<file path="config.mk">
export PLATFORM = sky130hd
export DESIGN_NAME = product_accumulator_flat
export DESIGN_NICKNAME = d
export VERILOG_FILES = /design/src/rtl/product_acc_pkg.sv /design/src/rtl/product_accumulator_if.sv /design/src/rtl/acc_result_slot.sv /design/src/rtl/product_accumulator.sv /design/src/flat_wrapper.sv
export SDC_FILE = /design/constraint.sdc
export NUM_CORES = 1
export LEC_CHECK = 0
export BUFFER_PORTS_ARGS = -buffer_cell sky130_fd_sc_hd__buf_2
export CAP_MARGIN = 10
export CORE_MARGIN = 1
export CORE_UTILIZATION = 30
export DETAILED_ROUTE_END_ITERATION = 8
export PLACE_DENSITY_LB_ADDON = 0.08
export SLEW_MARGIN = 20
export SYNTH_ARGS = -nofsm -noshare
export SYNTH_HDL_FRONTEND = slang
export SYNTH_SLANG_ARGS = --single-unit
</file>
<file path="constraint.sdc">
create_clock -name clk -period 3.3 [get_ports clk]
set_input_delay 0.165 -clock clk [delete_from_list [all_inputs] [get_ports clk]]
set_output_delay 0.165 -clock clk [all_outputs]
set_load 0.01 [all_outputs]
</file>
<file path="src/rtl/product_acc_pkg.sv">
// product_acc_pkg: shared state encoding and width defaults for the product accumulator
package product_acc_pkg;
   typedef enum logic {IDLE, ACCUM} state_t;
   localparam int PROD_W_DEF = 64;
   localparam int MAX_LEN_DEF = 256;
   function automatic int acc_width(input int prod_w, input int max_len);
      return prod_w + $clog2(max_len);
   endfunction
endpackage

</file>
<file path="src/rtl/product_accumulator_if.sv">
// product_accumulator_if: vector control, product stream and result handshake bundle
interface product_accumulator_if
   import product_acc_pkg::*;
#(
   parameter int PROD_W = PROD_W_DEF,
   parameter int MAX_LEN = MAX_LEN_DEF,
   parameter int LEN_W = $clog2(MAX_LEN + 1),
   parameter int ACC_W = acc_width(PROD_W, MAX_LEN)
);
   logic start;
   logic [LEN_W-1:0] vec_len;
   logic [PROD_W-1:0] prod;
   logic prod_valid;
   logic busy;
   logic [ACC_W-1:0] result;
   logic result_valid;
   logic result_ready;
   logic overrun_err;
   logic stray_err;
   modport master(output start, vec_len, prod, prod_valid, result_ready,
                  input busy, result, result_valid, overrun_err, stray_err);
   modport slave(input start, vec_len, prod, prod_valid, result_ready,
                 output busy, result, result_valid, overrun_err, stray_err);
endinterface

</file>
<file path="src/rtl/acc_result_slot.sv">
// acc_result_slot: one-entry result register with valid/ready and sticky overrun detection
module acc_result_slot #(
   parameter int ACC_W = 72
) (
   input  logic clk,
   input  logic reset,
   input  logic wr,
   input  logic [ACC_W-1:0] wr_data,
   input  logic ready,
   output logic [ACC_W-1:0] data,
   output logic valid,
   output logic overrun
);
   always_ff @(posedge clk) begin
      if (reset) begin
         data <= '0;
         valid <= 1'b0;
         overrun <= 1'b0;
      end else if (wr) begin
         data <= wr_data;
         valid <= 1'b1;
         if (valid && !ready) overrun <= 1'b1;
      end else if (valid && ready) begin
         valid <= 1'b0;
      end
   end
endmodule

</file>
<file path="src/rtl/product_accumulator.sv">
// product_accumulator: sums a programmed number of multiplier products into one result
module product_accumulator
   import product_acc_pkg::*;
#(
   parameter int PROD_W = PROD_W_DEF,
   parameter int MAX_LEN = MAX_LEN_DEF,
   parameter int LEN_W = $clog2(MAX_LEN + 1),
   parameter int ACC_W = acc_width(PROD_W, MAX_LEN)
) (
   input logic clk,
   input logic reset,
   product_accumulator_if.slave bus
);
   state_t state, state_n;
   logic [LEN_W-1:0] len, len_n, count, count_n, len_clamp;
   logic [ACC_W-1:0] acc, acc_n, sum;
   logic last, zero_start, wr, stray;
   assign len_clamp = (bus.vec_len > LEN_W'(MAX_LEN)) ? LEN_W'(MAX_LEN) : bus.vec_len;
   assign sum = acc + ACC_W'(bus.prod);
   assign last = count == len - LEN_W'(1);
   assign zero_start = state == IDLE && bus.start && bus.vec_len == '0;
   assign wr = zero_start || (state == ACCUM && bus.prod_valid && last);
   assign bus.busy = state == ACCUM;
   always_comb begin
      state_n = state;
      len_n = len;
      count_n = count;
      acc_n = acc;
      if (state == IDLE && bus.start && bus.vec_len != '0) begin
         state_n = ACCUM;
         len_n = len_clamp;
         count_n = '0;
         acc_n = '0;
      end else if (state == ACCUM && bus.prod_valid) begin
         state_n = last ? IDLE : ACCUM;
         count_n = count + LEN_W'(1);
         acc_n = sum;
      end
   end
   always_ff @(posedge clk) begin
      if (reset) begin
         state <= IDLE;
         len <= '0;
         count <= '0;
         acc <= '0;
         stray <= 1'b0;
      end else begin
         state <= state_n;
         len <= len_n;
         count <= count_n;
         acc <= acc_n;
         if (state == IDLE && bus.prod_valid) stray <= 1'b1;
      end
   end
   assign bus.stray_err = stray;
   acc_result_slot #(.ACC_W(ACC_W)) slot (
      .clk(clk),
      .reset(reset),
      .wr(wr),
      .wr_data(zero_start ? '0 : sum),
      .ready(bus.result_ready),
      .data(bus.result),
      .valid(bus.result_valid),
      .overrun(bus.overrun_err)
   );
endmodule
</file>
<file path="src/flat_wrapper.sv">
// flat-port wrapper written by rule: the top's interface ports become plain ports
module product_accumulator_flat import product_acc_pkg::*;
#(
   parameter int PROD_W = PROD_W_DEF,
   parameter int MAX_LEN = MAX_LEN_DEF,
   parameter int LEN_W = $clog2(MAX_LEN + 1),
   parameter int ACC_W = acc_width(PROD_W, MAX_LEN)
)
  (clk, reset, bus_start, bus_vec_len, bus_prod, bus_prod_valid, bus_result_ready, bus_busy, bus_result, bus_result_valid, bus_overrun_err, bus_stray_err);
  product_accumulator_if #(.PROD_W(PROD_W), .MAX_LEN(MAX_LEN), .LEN_W(LEN_W), .ACC_W(ACC_W)) bus_i ();
  input logic clk;
  input logic reset;
  input wire logic [$bits(bus_i.start)-1:0] bus_start;
  input wire logic [$bits(bus_i.vec_len)-1:0] bus_vec_len;
  input wire logic [$bits(bus_i.prod)-1:0] bus_prod;
  input wire logic [$bits(bus_i.prod_valid)-1:0] bus_prod_valid;
  input wire logic [$bits(bus_i.result_ready)-1:0] bus_result_ready;
  output wire logic [$bits(bus_i.busy)-1:0] bus_busy;
  output wire logic [$bits(bus_i.result)-1:0] bus_result;
  output wire logic [$bits(bus_i.result_valid)-1:0] bus_result_valid;
  output wire logic [$bits(bus_i.overrun_err)-1:0] bus_overrun_err;
  output wire logic [$bits(bus_i.stray_err)-1:0] bus_stray_err;
  assign bus_i.start = bus_start;
  assign bus_i.vec_len = bus_vec_len;
  assign bus_i.prod = bus_prod;
  assign bus_i.prod_valid = bus_prod_valid;
  assign bus_i.result_ready = bus_result_ready;
  assign bus_busy = bus_i.busy;
  assign bus_result = bus_i.result;
  assign bus_result_valid = bus_i.result_valid;
  assign bus_overrun_err = bus_i.overrun_err;
  assign bus_stray_err = bus_i.stray_err;
  product_accumulator #(.PROD_W(PROD_W), .MAX_LEN(MAX_LEN), .LEN_W(LEN_W), .ACC_W(ACC_W)) u_core (.clk(clk), .reset(reset), .bus(bus_i));
endmodule
</file>
==> summary by stage, run 1 <==
Outcome
The run finished with clean final reports.

Detailed routing
The routed design uses 1160 um of met3 wire. The count of nets left with antenna violations after detail routing is 0. After detailed routing, the average wire length per cell comes to 17.5 um. Across all layers, the routed design uses 9640 vias. The detailed-route wire length is 33200 um. The first-iteration detailed-routing DRC count is 574. After detailed routing, the wire length on met1 is 16400 um.

Detailed routing placed a total of 15100 um of wire on met2. The uppermost layer routed is met4. The first TritonRoute pass finished after 5 iterations. The average vias per placed instance is 5.08. After detailed routing, the number of remaining DRC violations is 0.

Critical path
The arrival time reported for the critical path endpoint is 3490 ps. The kind of launch point of the worst setup path is a flip-flop. Walking the worst path, the cells encountered are ha_2 > fa_2 > a21oi_2 > o211ai_2 > nand3_2 > a211oi_4 > o211ai_2 > a2111oi_4 > o2111ai_4 > a311oi_1 > xnor2_1 > nor2_1. The slowest library cell on the worst path is a2111oi_4. The required time of the critical path is 3630 ps.

The most numerous cell type found on the critical path is o211ai_2. The sum of buffers and inverters on the critical path is 0. The worst setup path is captured at a flip-flop. The longest individual stage delay on the worst path is 460 ps. The reg2reg setup slack is 140 ps. The depth of the worst register-to-register path is 12.

The worst register-to-register path ends at u_core.acc[70]$_SDFFE_PP0P_. The critical path in this run is classified as reg -> reg. Along the worst path, the maximum fanout reaches 8.

In this run the critical register-to-register path is launched from u_core.acc[0]$_SDFFE_PP0P_. The start point of the critical path is u_core.acc[0]$_SDFFE_PP0P_. The total stage count of the critical path is 12. The largest delay contributor family on the critical path is compound AO/OA/AOI/OAI gates.

The critical path ends at u_core.acc[70]$_SDFFE_PP0P_.

Synth
The number of nets produced by synthesis is 1418. In the synthesized netlist, the number of instances is 1273. For this run, the number of Yosys warnings is 0. In this run the mean area of a mapped cell was 7.88 um^2. The number of synthesized register bits is 166.

The largest total area in the synthesized netlist belongs to dfxtp_1. In this run the cell area of the synthesized design comes to 10000 um^2. The synthesized design contains 0 enable-type register cells. Sorting the synthesized cells by area gives the leading types as dfxtp_1, ha_1, a21oi_1, nand2_1, xnor2_1. The post-synthesis sequential area ratio is 33.1%. The most common cell in the synthesized netlist is nand2_1. Yosys mapped the design onto 67 distinct sky130hd cell types. The commonest cells after synthesis are nand2_1, dfxtp_1, a21oi_1. In this run the biggest area consumer among cell types represents 33.1% of the synthesized area. The main flop type after synthesis is dfxtp_1. Counting flops with an async set or reset pin after synthesis yields a share of 0%.

STA
The setup skew after layout is 11.9 ps. The smallest clock period supported by the final layout is computed as 3160 ps. The final worst-path cycle share is 95.7%. Timing would allow up to 317 MHz. The final sum of negative setup slack is 0 ps.

Measured against its own limit, the worst slew margin works out to 34.9%. The final max-slew violation count is 0. The transition at the pin with the smallest max-transition slack is 977 ps. Setup violations remaining at the end of the flow were counted as 0. The number of hold violations in the final report is 0.

CTS
The clock tree root buffer cell is clkbuf_16. For this design, the sink count on the clock tree is 166. The clock transition time at the flip-flop clock pins of the worst setup and hold paths is 70 ps. The maximum clock path buffer count is 2. CTS built an H-tree with a depth of 4. The clock insertion delay at the later pin of the skew report is 450 ps. The CTS tree is done.

Buffers inserted during clock tree synthesis total 17.

Finish
After routing the design area is 12300 um^2. From synthesis to final layout, the design area changed by 22.8%. Across the whole layout, storage elements account for 3320 um^2. Summing all multi-input logic gate instances after layout gives 6430 um^2. In the final design database the tool counted 1588 nets.

The finished layout holds 1898 standard cells, fillers aside. The filler cells instantiated in the layout total 3549. The number of antenna repair diodes is 0. The share of the core filled with cells is 37.7%.

Of the cells placed in the final design, the portion with a size suffix greater than 1 is 19.0%.

Placement
The post-placement cell area is 11500 um^2. The final weighted congestion in routability-driven placement is 0.897. Counting tap cells, the placed design contains a total of 1853 instances.

The quantity of I/O buffers inserted on ports is 153. The estimated wirelength of the detail-placed design is 24900 um.

Power
The worst vdd rail ir drop is 0.000373 V. The total chip power is 4.92 mW. In this run the static leakage power is 5.15 nW. Dividing total power by cell area gives a power density of 399 nW/um^2.

GRT
Global routing consumed, over all layers together, 19.7% of the routing resources. The number of antenna violations at the first check in global routing is 0. The via count of the first global-routing pass was 9288. The remaining global-route overflow is 0.

The maximum number of pins on one net before global-route repair is 82. The first-pass GRT wire length is 51700 um.

Min path
The worst hold path belongs to the class in -> reg.

Floorplanning
The floorplan step set the die width to 185 um. The overall die area is 34200 um^2. The area of the placeable core is 32700 um^2. The starting density of the core is 30.7%. The floorplan row count is 66. The floorplan step set the die height to 185 um. The number of top-level pins is 154.

Job
The count of maximum capacitance violations is 0.
-- state kept, by name, summed over array words and instances (netlist names) --
name / flops
u_core.len: 9
u_core.slot.valid: 1
u_core.slot.overrun: 1
u_core.acc: 72
u_core.slot.data: 72
u_core.bus.busy: 1
u_core.bus.stray_err: 1
u_core.count: 9
-- cell type report --
class / instances / share of cell area (%)
tap: 442 / 4.49
sequential: 166 / 27.0
multi-input combinational: 1020 / 52.2
timing repair buffer: 220 / 10.9
clock inverter: 10 / 0.975
inverter: 18 / 0.549
clock buffer: 22 / 3.93
-- worst min-delay path by stage --
stage                                  to  depth (start not counted)            from  slack [ps]
6_report       u_core.acc[0]$_SDFFE_PP0P_                          4     bus_prod[0]         150
5_1_grt        u_core.acc[0]$_SDFFE_PP0P_                          4     bus_prod[0]         180
4_1_cts        u_core.acc[0]$_SDFFE_PP0P_                          4     bus_prod[0]         100
3_5_place_dp   u_core.len[7]$_SDFFE_PP0P_                          2  bus_vec_len[7]         400
3_3_place_gp   u_core.len[7]$_SDFFE_PP0P_                          2  bus_vec_len[7]         400
2_1_floorplan  u_core.len[0]$_SDFFE_PP0P_                          2  bus_vec_len[0]         270
-- kinds of logic (layout without fill, tap and decap cells) --
kind of cell,count (synthesis),after routing,synth area share [%]
xor+xnor,98,98,8.56
buf+inv,87,270,3.54
flops,166,166,33.1
simple gates,461,461,20.4
fa+ha+maj,67,67,8.44
compound gates,394,394,25.9
-- worst reg2reg max path, stage by stage (launching register included) --
cell	delay, ps
dfxtp_1	330
ha_2	210
fa_2	240
a21oi_2	80
o211ai_2	220
nand3_2	160
a211oi_4	320
o211ai_2	190
a2111oi_4	460
o2111ai_4	290
a311oi_1	350
xnor2_1	160
nor2_1	50
-- where the power goes --
group	leakage [nW]	internal [mW]	total (mW)	switching, mW
sequential	1.34	2.03	2.05	0.0219
combinational	3.51	0.290	0.770	0.480
clock	0.293	1.20	2.09	0.892
total	5.15	3.52	4.92	1.39
-- placed cells by master (no fill, tap or decap), drive strengths merged, types with 3 or more instances in the layout --
master | netlist | routed
or2 | 3 | 3
o2bb2ai | 8 | 8
a41oi | 3 | 3
o21bai | 16 | 16
nand3 | 50 | 50
xnor2 | 58 | 58
nand4 | 25 | 25
and3 | 8 | 8
a311oi | 3 | 3
inv | 18 | 19
nor2b | 8 | 8
a31oi | 21 | 21
a21oi | 163 | 163
nor2 | 117 | 117
or3 | 6 | 6
a211oi | 10 | 10
o31ai | 4 | 4
and2 | 7 | 7
dfxtp | 166 | 166
a21o | 24 | 24
dlygate4sd3 | 0 | 11
clkinv | 0 | 5
ha | 66 | 66
nor4 | 8 | 8
a22o | 38 | 38
buf | 25 | 209
and4 | 4 | 4
nand2 | 196 | 196
o21a | 4 | 4
a21boi | 3 | 3
nand2b | 10 | 10
o21ai | 60 | 60
clkbuf | 44 | 22
nor3 | 14 | 14
o211ai | 10 | 10
xor2 | 40 | 40
a221oi | 5 | 5
-- metrics by stage --
step                      setup slack (ps)  hold slack [ps]
after detailed placement              70.1              400
after global placement                 113              398
after CTS                             42.4              100
after global routing                 -20.4              177
after floorplan                        430              274
final                                  142              150
-- timing repair --
item	CTS	global route
hold buffers	11	0
endpoints found under the setup margin	0	25
resized for setup	0	16
hold endpoints to repair	11	0
buffers inserted	0	1
-- per-layer routing --
metal / GRT usage, % / vias up
met5: 0 / -
met4: 6.18 / 0
met3: 2.83 / 29
met2: 31.6 / 182
met1: 27.0 / 4533
li1: - / 4896
Power figures use the tool's default switching activity.
==> run 2: changes to the inputs <==
BUFFER_PORTS_ARGS = -buffer_cell sky130_fd_sc_hd__clkbuf_2   (was -buffer_cell sky130_fd_sc_hd__buf_2)
RECOVER_POWER = 100   (was unset)
SYNTH_HIERARCHICAL = 1   (was unset)
==> run 2 against run 1 <==
Compared with the run above:
- cell area increased by 13%
- critical endpoint is now u_core/slot/data[64]$_SDFFE_PP0P_
- worst setup slack got worse by 100 ps
- power increased by 3.7%
- routed wire length increased by 7.1%
- die area increased by 7.6%
- hold slack got worse by 120 ps
- highest routed layer unchanged
- largest power group unchanged
- critical path type unchanged
==> summary by stage, run 2 <==
Detailed routing
The detailed-route wire length is 35600 um (was 33200 um). The residual DRC count came to 0 (unchanged). The number of detailed-routing iterations run before antenna repair came to 6 (was 5).

The total number of vias is 10299 (was 9640). The per-cell routed wire length is 17.1 um (was 17.5 um). The count of nets left with antenna violations after detail routing was 0 (unchanged). The average vias per placed instance was 4.95 (was 5.08).

The first-iteration detailed-routing DRC count was 387 (was 574).

CTS
The clock transition time at the flip-flop clock pins of the worst setup and hold paths came to 70 ps (about the same). The maximum clock path buffer count is 2 (unchanged). The total number of clock tree sinks was 166 (unchanged).

The clock insertion delay at the later pin of the skew report is 450 ps (about the same). The H-tree level count was 4 (unchanged). The clock tree root buffer cell was clkbuf_16 (unchanged).

The number of CTS-inserted buffers came to 17 (unchanged). The CTS tree is done (unchanged).

Synth
The mean instance size in the synthesized netlist was 7.91 um^2 (was 7.88 um^2). The post-synthesis sequential area ratio is 30.8% (was 33.1%). The proportion of netlist area held by the largest area contributor is 30.8% (was 33.1%). The synthesized netlist cell count is 1364 (was 1273).

The number of flops mapped to enable cells by yosys is 0 (unchanged). The biggest area consumer among synthesized cells is dfxtp_1 (unchanged). Most instantiated cells after synthesis: nor2_1, dfxtp_1, a21oi_1 (was nand2_1, dfxtp_1, a21oi_1). The synthesized area came to 10800 um^2 (was 10000 um^2). The number of distinct library cell variants in the gate-level netlist after synthesis is 67 (unchanged). Synth area leaders: dfxtp_1, nor2_1, ha_1, mux2i_1, a21oi_1 (was dfxtp_1, ha_1, a21oi_1, nand2_1, xnor2_1).

The share of async-settable or async-resettable flops after synthesis is 0% (unchanged). The leading cell type by number of instances after synthesis is nor2_1 (was nand2_1). The main flop type after synthesis is dfxtp_1 (unchanged). The number of synthesis warnings is 6 (was 0).

The number of nets produced by synthesis is 1509 (was 1418). The number of synthesized register bits is 166 (unchanged).

STA
The final sum of negative setup slack was 0 ps (unchanged). The setup skew after layout is 10.8 ps (was 11.9 ps). The setup violation total in the final timing report is 0 (unchanged). The setup slack of the critical path after layout is 39.9 ps (was 142 ps).

The worst slack on hold paths is 25.0 ps (was 150 ps). The final max-slew violation count was 0 (unchanged). The normalized max-slew margin is 35.5% (was 34.9%).

The minimum clock period came to 3260 ps (was 3160 ps). The final worst-path cycle share is 98.8% (was 95.7%). The maximum operating frequency was 307 MHz (was 317 MHz). The number of hold violations in the final report was 0 (unchanged). Setup repair after global routing could not meet its margin everywhere. The transition at the pin with the smallest max-transition slack came to 968 ps (was 977 ps).

Finish
The design area is 13900 um^2 (was 12300 um^2). Commonest non-fill, non-tap cells in the layout: nor2_1, dfxtp_1, buf_4 (was nand2_1, dfxtp_1, a21oi_1). The number of non-filler instances in the completed layout is 2079 (was 1898). The relative area change from synthesis to final layout was 28.7% (was 22.8%). The number of nets in the finished design is 1750 (was 1588).

The share of the core filled with cells came to 39.2% (was 37.7%). Largest registers: u_core/acc (72), u_core/slot/data (72) (was u_core.acc (72), u_core.slot.data (72)). The total area of sequential cells came to 3330 um^2 (was 3320 um^2).

The layout cell share with drive strength beyond 1 is 21.2% (was 19.0%). The multi-input gate area in the final layout is 7430 um^2 (was 6430 um^2). The filler cell count in the final layout is 3797 (was 3549). The most common cell after layout, fill and taps aside is nor2_1 (was nand2_1). The number of antenna repair diodes came to 0 (unchanged).

Placement
The quantity of I/O buffers inserted on ports is 153 (unchanged). The estimated wirelength of the detail-placed design was 26500 um (was 24900 um). The final weighted congestion in routability-driven placement is 0.866 (was 0.897). The number of placed instances, taps included was 2024 (was 1853). The pre-CTS setup slack was -70.9 ps (was 70.1 ps). The post-placement cell area came to 12700 um^2 (was 11500 um^2).

Critical path
The start point of the critical path is u_core/acc[0]$_SDFFE_PP0P_ (was u_core.acc[0]$_SDFFE_PP0P_). The critical path class is reg -> reg (unchanged). The largest fanout on the critical path was 4 (was 8). The reg2reg setup slack is 40 ps (was 140 ps). The kind of launch point of the worst setup path was a flip-flop (unchanged). The arrival time reported for the critical path endpoint is 3560 ps (was 3490 ps). The required time of the critical path was 3600 ps (was 3630 ps). The category of the worst setup path capture point was a flip-flop (unchanged). The worst reg2reg path startpoint is u_core/acc[0]$_SDFFE_PP0P_ (was u_core.acc[0]$_SDFFE_PP0P_).

Floorplanning
The area of the placeable core came to 35500 um^2 (was 32700 um^2). The floorplan row count is 69 (was 66). The number of top-level pins is 154 (unchanged).

The overall die area came to 36700 um^2 (was 34200 um^2). The starting density of the core is 30.4% (was 30.7%). The horizontal die dimension came to 192 um (was 185 um).

The die span in y came to 192 um (was 185 um).

Power
The total leakage power is 5.68 nW (was 5.15 nW). The total chip power is 5.10 mW (was 4.92 mW). The worst vdd rail ir drop is 0.000366 V (was 0.000373 V). The power density normalized to cell area came to 367 nW/um^2 (was 399 nW/um^2).

GRT
The first-pass GRT wire length is 55300 um (was 51700 um). The via count of the first global-routing pass is 10138 (was 9288). The number of antenna violations at the first check in global routing is 0 (unchanged). The combined global-route utilization of all metal layers is 19.4% (was 19.7%). The remaining global-route overflow is 0 (unchanged).

The maximum number of pins on one net before global-route repair is 71 (was 82).

Outcome
Run status: completed (unchanged).

Job
The count of maximum capacitance violations is 0 (unchanged).

Min path
The class of the tightest hold or removal check is in -> reg (unchanged). The launch point of the worst hold path is bus_prod_valid (was bus_prod[0]).
## run 2: cell types whose count changed in the layout (fill, tap and decap cells not counted), sizes merged, moves of 10 or more
cell	change
o21ai	+10
nand2	-108
a22o	-33
and2	+12
a21oi	-37
a31oi	-14
nand3	-15
mux2i	+77
a21o	+10
nor2	+153
buf	-71
nor3	+10
clkbuf	+157
## run 2: kinds of logic after synthesis
kind of cell | after synthesis | share of synthesized area, %
adder cells (fa/ha/maj) | 67 | 7.84
buffers and inverters | 108 | 5.21
multiplexers | 78 | 7.25
AO/OA/AOI/OAI | 328 | 19.3
flip-flops | 166 | 30.8
XOR/XNOR | 92 | 7.47
AND/OR/NAND/NOR | 525 | 22.1
## run 2: final timing paths
path                                                          end  cells after the start
worst max-delay path            u_core/slot/data[64]$_SDFFE_PP0P_                     15
worst min-delay path            u_core/bus.stray_err$_SDFFE_PP0P_                      3
worst max register to register  u_core/slot/data[64]$_SDFFE_PP0P_                     15
worst min register to register        u_core/acc[49]$_SDFFE_PP0P_                      2
## run 2: routing by layer
layer | vias to the layer above | global-route usage (%) | share of wire [%]
li1 | 5288 | - | -
met1 | 4838 | 26.1 | 49
met2 | 157 | 32.0 | 47
met3 | 16 | 3.56 | 3.5
met4 | 0 | 4.55 | 1.0
met5 | - | 0 | 0
## run 2: power by group
part | internal (mW) | leakage, nW | switching, mW
Clock | 1.20 | 0.296 | 0.900
Combinational | 0.385 | 4.05 | 0.554
Sequential | 2.03 | 1.34 | 0.0231
Total | 3.62 | 5.68 | 1.48
## run 2: what timing repair did
item / in CTS / in global routing
setup buffers: 1 / 13
gates resized for setup: 8 / 96
pin swaps: 6 / 40
endpoints found under the setup margin: 12 / 58
hold buffers: 9 / 0
hold endpoints to repair: 10 / 0
## run 2: area by class of cell
type	count	share of cell area, %
well taps	461	4.15
repair buffers	304	13.3
clock buffers	22	3.49
flip-flops and latches	166	24.0
multi-input cells	1090	53.5
clock inverters	10	0.874
inverters	26	0.703
## run 2: critical path, cell delays in order (launching register included)
cell and delay [ps]:
dfxtp_2 340, ha_4 160, fa_2 360, a21o_1 230
a311oi_2 330, o21ai_1 90, o2111a_2 170, o31ai_2 180
buf_4 170, o31ai_4 70, a2111oi_4 460, nor2_1 120
xnor2_1 170, nor2_1 50, mux2i_1 140, nor2_1 50
==> run 3: changes to the inputs <==
REMOVE_ABC_BUFFERS = 1   (was unset)
==> run 3 against run 2 <==
Compared with the run above:
- clock-buffer cell count decreased by 5
- register-to-register slack got worse by 80 ps
- critical path type unchanged
- combinational power about the same
- sequential power about the same
- the flow now finishes with violations (DRC, setup timing)
- largest cell class unchanged
- fmax decreased by 2.5%
- highest routed layer unchanged
- hold slack about the same
- non-clock buffer count increased by 2
==> summary by stage, run 3 (synthesized netlist as in run 2, its figures left out) <==
Outcome
The final reports fail on DRC, setup timing. Run status: finished, violations left (was completed).

CTS
The total number of clock tree sinks was 166 (unchanged). The maximum clock path buffer count is 2 (unchanged). The H-tree level count came to 4 (unchanged). The clock insertion delay at the later pin of the skew report came to 460 ps (was 450 ps).

The clock transition time at the flip-flop clock pins of the worst setup and hold paths was 80 ps (was 70 ps). The number of CTS-inserted buffers is 17 (unchanged). The CTS tree was done (unchanged). The clock tree root buffer cell is clkbuf_16 (unchanged).

STA
The setup violation total in the final timing report was 7 (was 0). The transition at the pin with the smallest max-transition slack was 1320 ps (was 968 ps). The setup skew after layout came to 13.4 ps (was 10.8 ps). Setup repair after global routing missed its margin: yes (unchanged). The minimum clock period is 3340 ps (was 3260 ps). The worst slack on hold paths is 24.9 ps (was 25.0 ps). The final worst-path cycle share was 101% (was 98.8%). The final sum of negative setup slack is -121 ps (was 0 ps). The final max-slew violation count came to 0 (unchanged). The number of hold violations in the final report is 0 (unchanged). The maximum operating frequency is 299 MHz (was 307 MHz). The setup slack of the critical path after layout came to -43.5 ps (was 39.9 ps).

The normalized max-slew margin is 12.0% (was 35.5%).

Power
The internal portion of total power is 3.51 mW (was 3.62 mW). The proportion of power drawn by combinational gates is 18.4% (about the same). The clock power share came to 41.3% (was 41.2%). The power density normalized to cell area is 365 nW/um^2 (was 367 nW/um^2). The total leakage power is 5.78 nW (was 5.68 nW). The switching portion of total power is 31.2% (was 29.0%).

The worst vdd rail ir drop came to 0.000383 V (was 0.000366 V). The power share of the sequential group came to 40.3% (was 40.4%). The total chip power was 5.11 mW (was 5.10 mW).

The total net switching power came to 1.60 mW (was 1.48 mW).

GRT
The first-pass GRT wire length was 55200 um (was 55300 um). The combined global-route utilization of all metal layers was 19.3% (was 19.4%). The remaining global-route overflow is 0 (unchanged). The via count of the first global-routing pass was 10116 (was 10138). The maximum number of pins on one net before global-route repair came to 72 (was 71). The number of antenna violations at the first check in global routing was 1 (was 0).

Placement
The quantity of I/O buffers inserted on ports is 153 (unchanged). The pre-CTS setup slack is -152 ps (was -70.9 ps). The estimated wirelength of the detail-placed design is 25800 um (was 26500 um). The final weighted congestion in routability-driven placement is 0.847 (was 0.866). The number of placed instances, taps included is 2025 (was 2024).

Critical path
The kind of launch point of the worst setup path is a flip-flop (unchanged). The critical path class is reg -> reg (unchanged). The required time of the critical path was 3630 ps (was 3600 ps). The arrival time reported for the critical path endpoint is 3670 ps (was 3560 ps).

The largest fanout on the critical path was 3 (was 4). The category of the worst setup path capture point is a flip-flop (unchanged).

Detailed routing
The total number of vias is 10267 (was 10299). The first-iteration detailed-routing DRC count is 575 (was 387). The residual DRC count is 2 (was 0). The number of detailed-routing iterations run before antenna repair was 7 (was 6). The count of nets left with antenna violations after detail routing is 0 (unchanged).

The average vias per placed instance is 4.93 (was 4.95). The per-cell routed wire length was 16.9 um (was 17.1 um). The detailed-route wire length is 35100 um (was 35600 um).

Floorplanning
The overall die area is 36700 um^2 (unchanged). The area of the placeable core was 35500 um^2 (unchanged). The die span in y was 192 um (unchanged).

The horizontal die dimension is 192 um (unchanged). The number of top-level pins is 154 (unchanged). The starting density of the core was 30.4% (unchanged). The floorplan row count is 69 (unchanged).

Finish
The layout cell share with drive strength beyond 1 is 21.5% (was 21.2%). The number of non-filler instances in the completed layout is 2081 (was 2079). Largest registers: u_core/acc (72), u_core/slot/data (72) (unchanged). The number of nets in the finished design came to 1752 (was 1750). Commonest non-fill, non-tap cells in the layout: nor2_1, dfxtp_1, buf_4 (unchanged). The relative area change from synthesis to final layout is 29.7% (was 28.7%).

The number of antenna repair diodes is 0 (unchanged). The most common cell after layout, fill and taps aside is nor2_1 (unchanged).

Job
The count of maximum capacitance violations is 0 (unchanged).

Min path
The class of the tightest hold or removal check is in -> reg (unchanged).
run 3: timing repair:
item,in CTS,in global routing
hold buffers,9,0
hold endpoints to repair,10,0
endpoints found under the setup margin,29,60
pin swaps,6,40
setup buffers,2,15
resized for setup,18,94
run 3: layer usage:
layer / vias to the layer above / track usage [%] / part of all wire, %
met5: - / 0 / 0
met4: 0 / 4.95 / 1.0
met3: 23 / 3.11 / 4.5
met2: 185 / 29.7 / 43
met1: 4788 / 27.8 / 51
li1: 5271 / - / -
run 3: final timing paths:
path | slack, ps | cells after the start | start | to
hold / removal | 20 | 3 | bus_vec_len[8] | u_core/len[8]$_SDFFE_PP0P_
hold reg to reg | 460 | 2 | u_core/acc[45]$_SDFFE_PP0P_ | u_core/acc[45]$_SDFFE_PP0P_
setup reg to reg | -40 | 17 | u_core/acc[0]$_SDFFE_PP0P_ | u_core/slot/data[60]$_SDFFE_PP0P_
setup / recovery | -40 | 17 | u_core/acc[0]$_SDFFE_PP0P_ | u_core/slot/data[60]$_SDFFE_PP0P_
run 3: final cells by class:
| class | count | area [um^2] |
|---|---|---|
| Clock inverter | 15 | 179 |
| Clock buffer | 17 | 425 |
| Inverter | 26 | 97.6 |
| Fill cell | 3749 | 21500 |
| Multi-Input combinational cell | 1090 | 7480 |
| Tap cell | 461 | 577 |
| Sequential cell | 166 | 3330 |
| Timing Repair Buffer | 306 | 1900 |
run 3: power by group through the flow:
stage | registers, mW | logic, mW | clock network, mW
floorplan | 2.10 | 0.506 | 0
global placement | 2.10 | 0.867 | 0
detailed placement | 2.10 | 0.867 | 0
CTS | 2.05 | 0.890 | 2.19
global route | 2.06 | 1.05 | 2.27
finish | 2.06 | 0.939 | 2.11
run 3: metrics by stage:
step                      utilization (%)  instance area (um^2)
final                                39.5                 14000
after global routing                 39.5                 14000
after CTS                            38.1                 13500
after detailed placement             35.9                 12700
after global placement               35.9                 12700
after floorplan                         -                 10300
run 3: worst max-delay path, cell delays in order (launching register included):
cell	delay (ps)
dfxtp_2	340
ha_4	160
fa_2	390
a21o_1	190
buf_4	140
a31o_4	240
a211oi_2	170
buf_4	170
o41ai_4	70
a21o_1	240
a31oi_2	220
buf_4	160
nor2b_4	180
o311ai_4	110
xnor2_1	160
nor2_1	50
mux2i_1	140
nor2_1	50
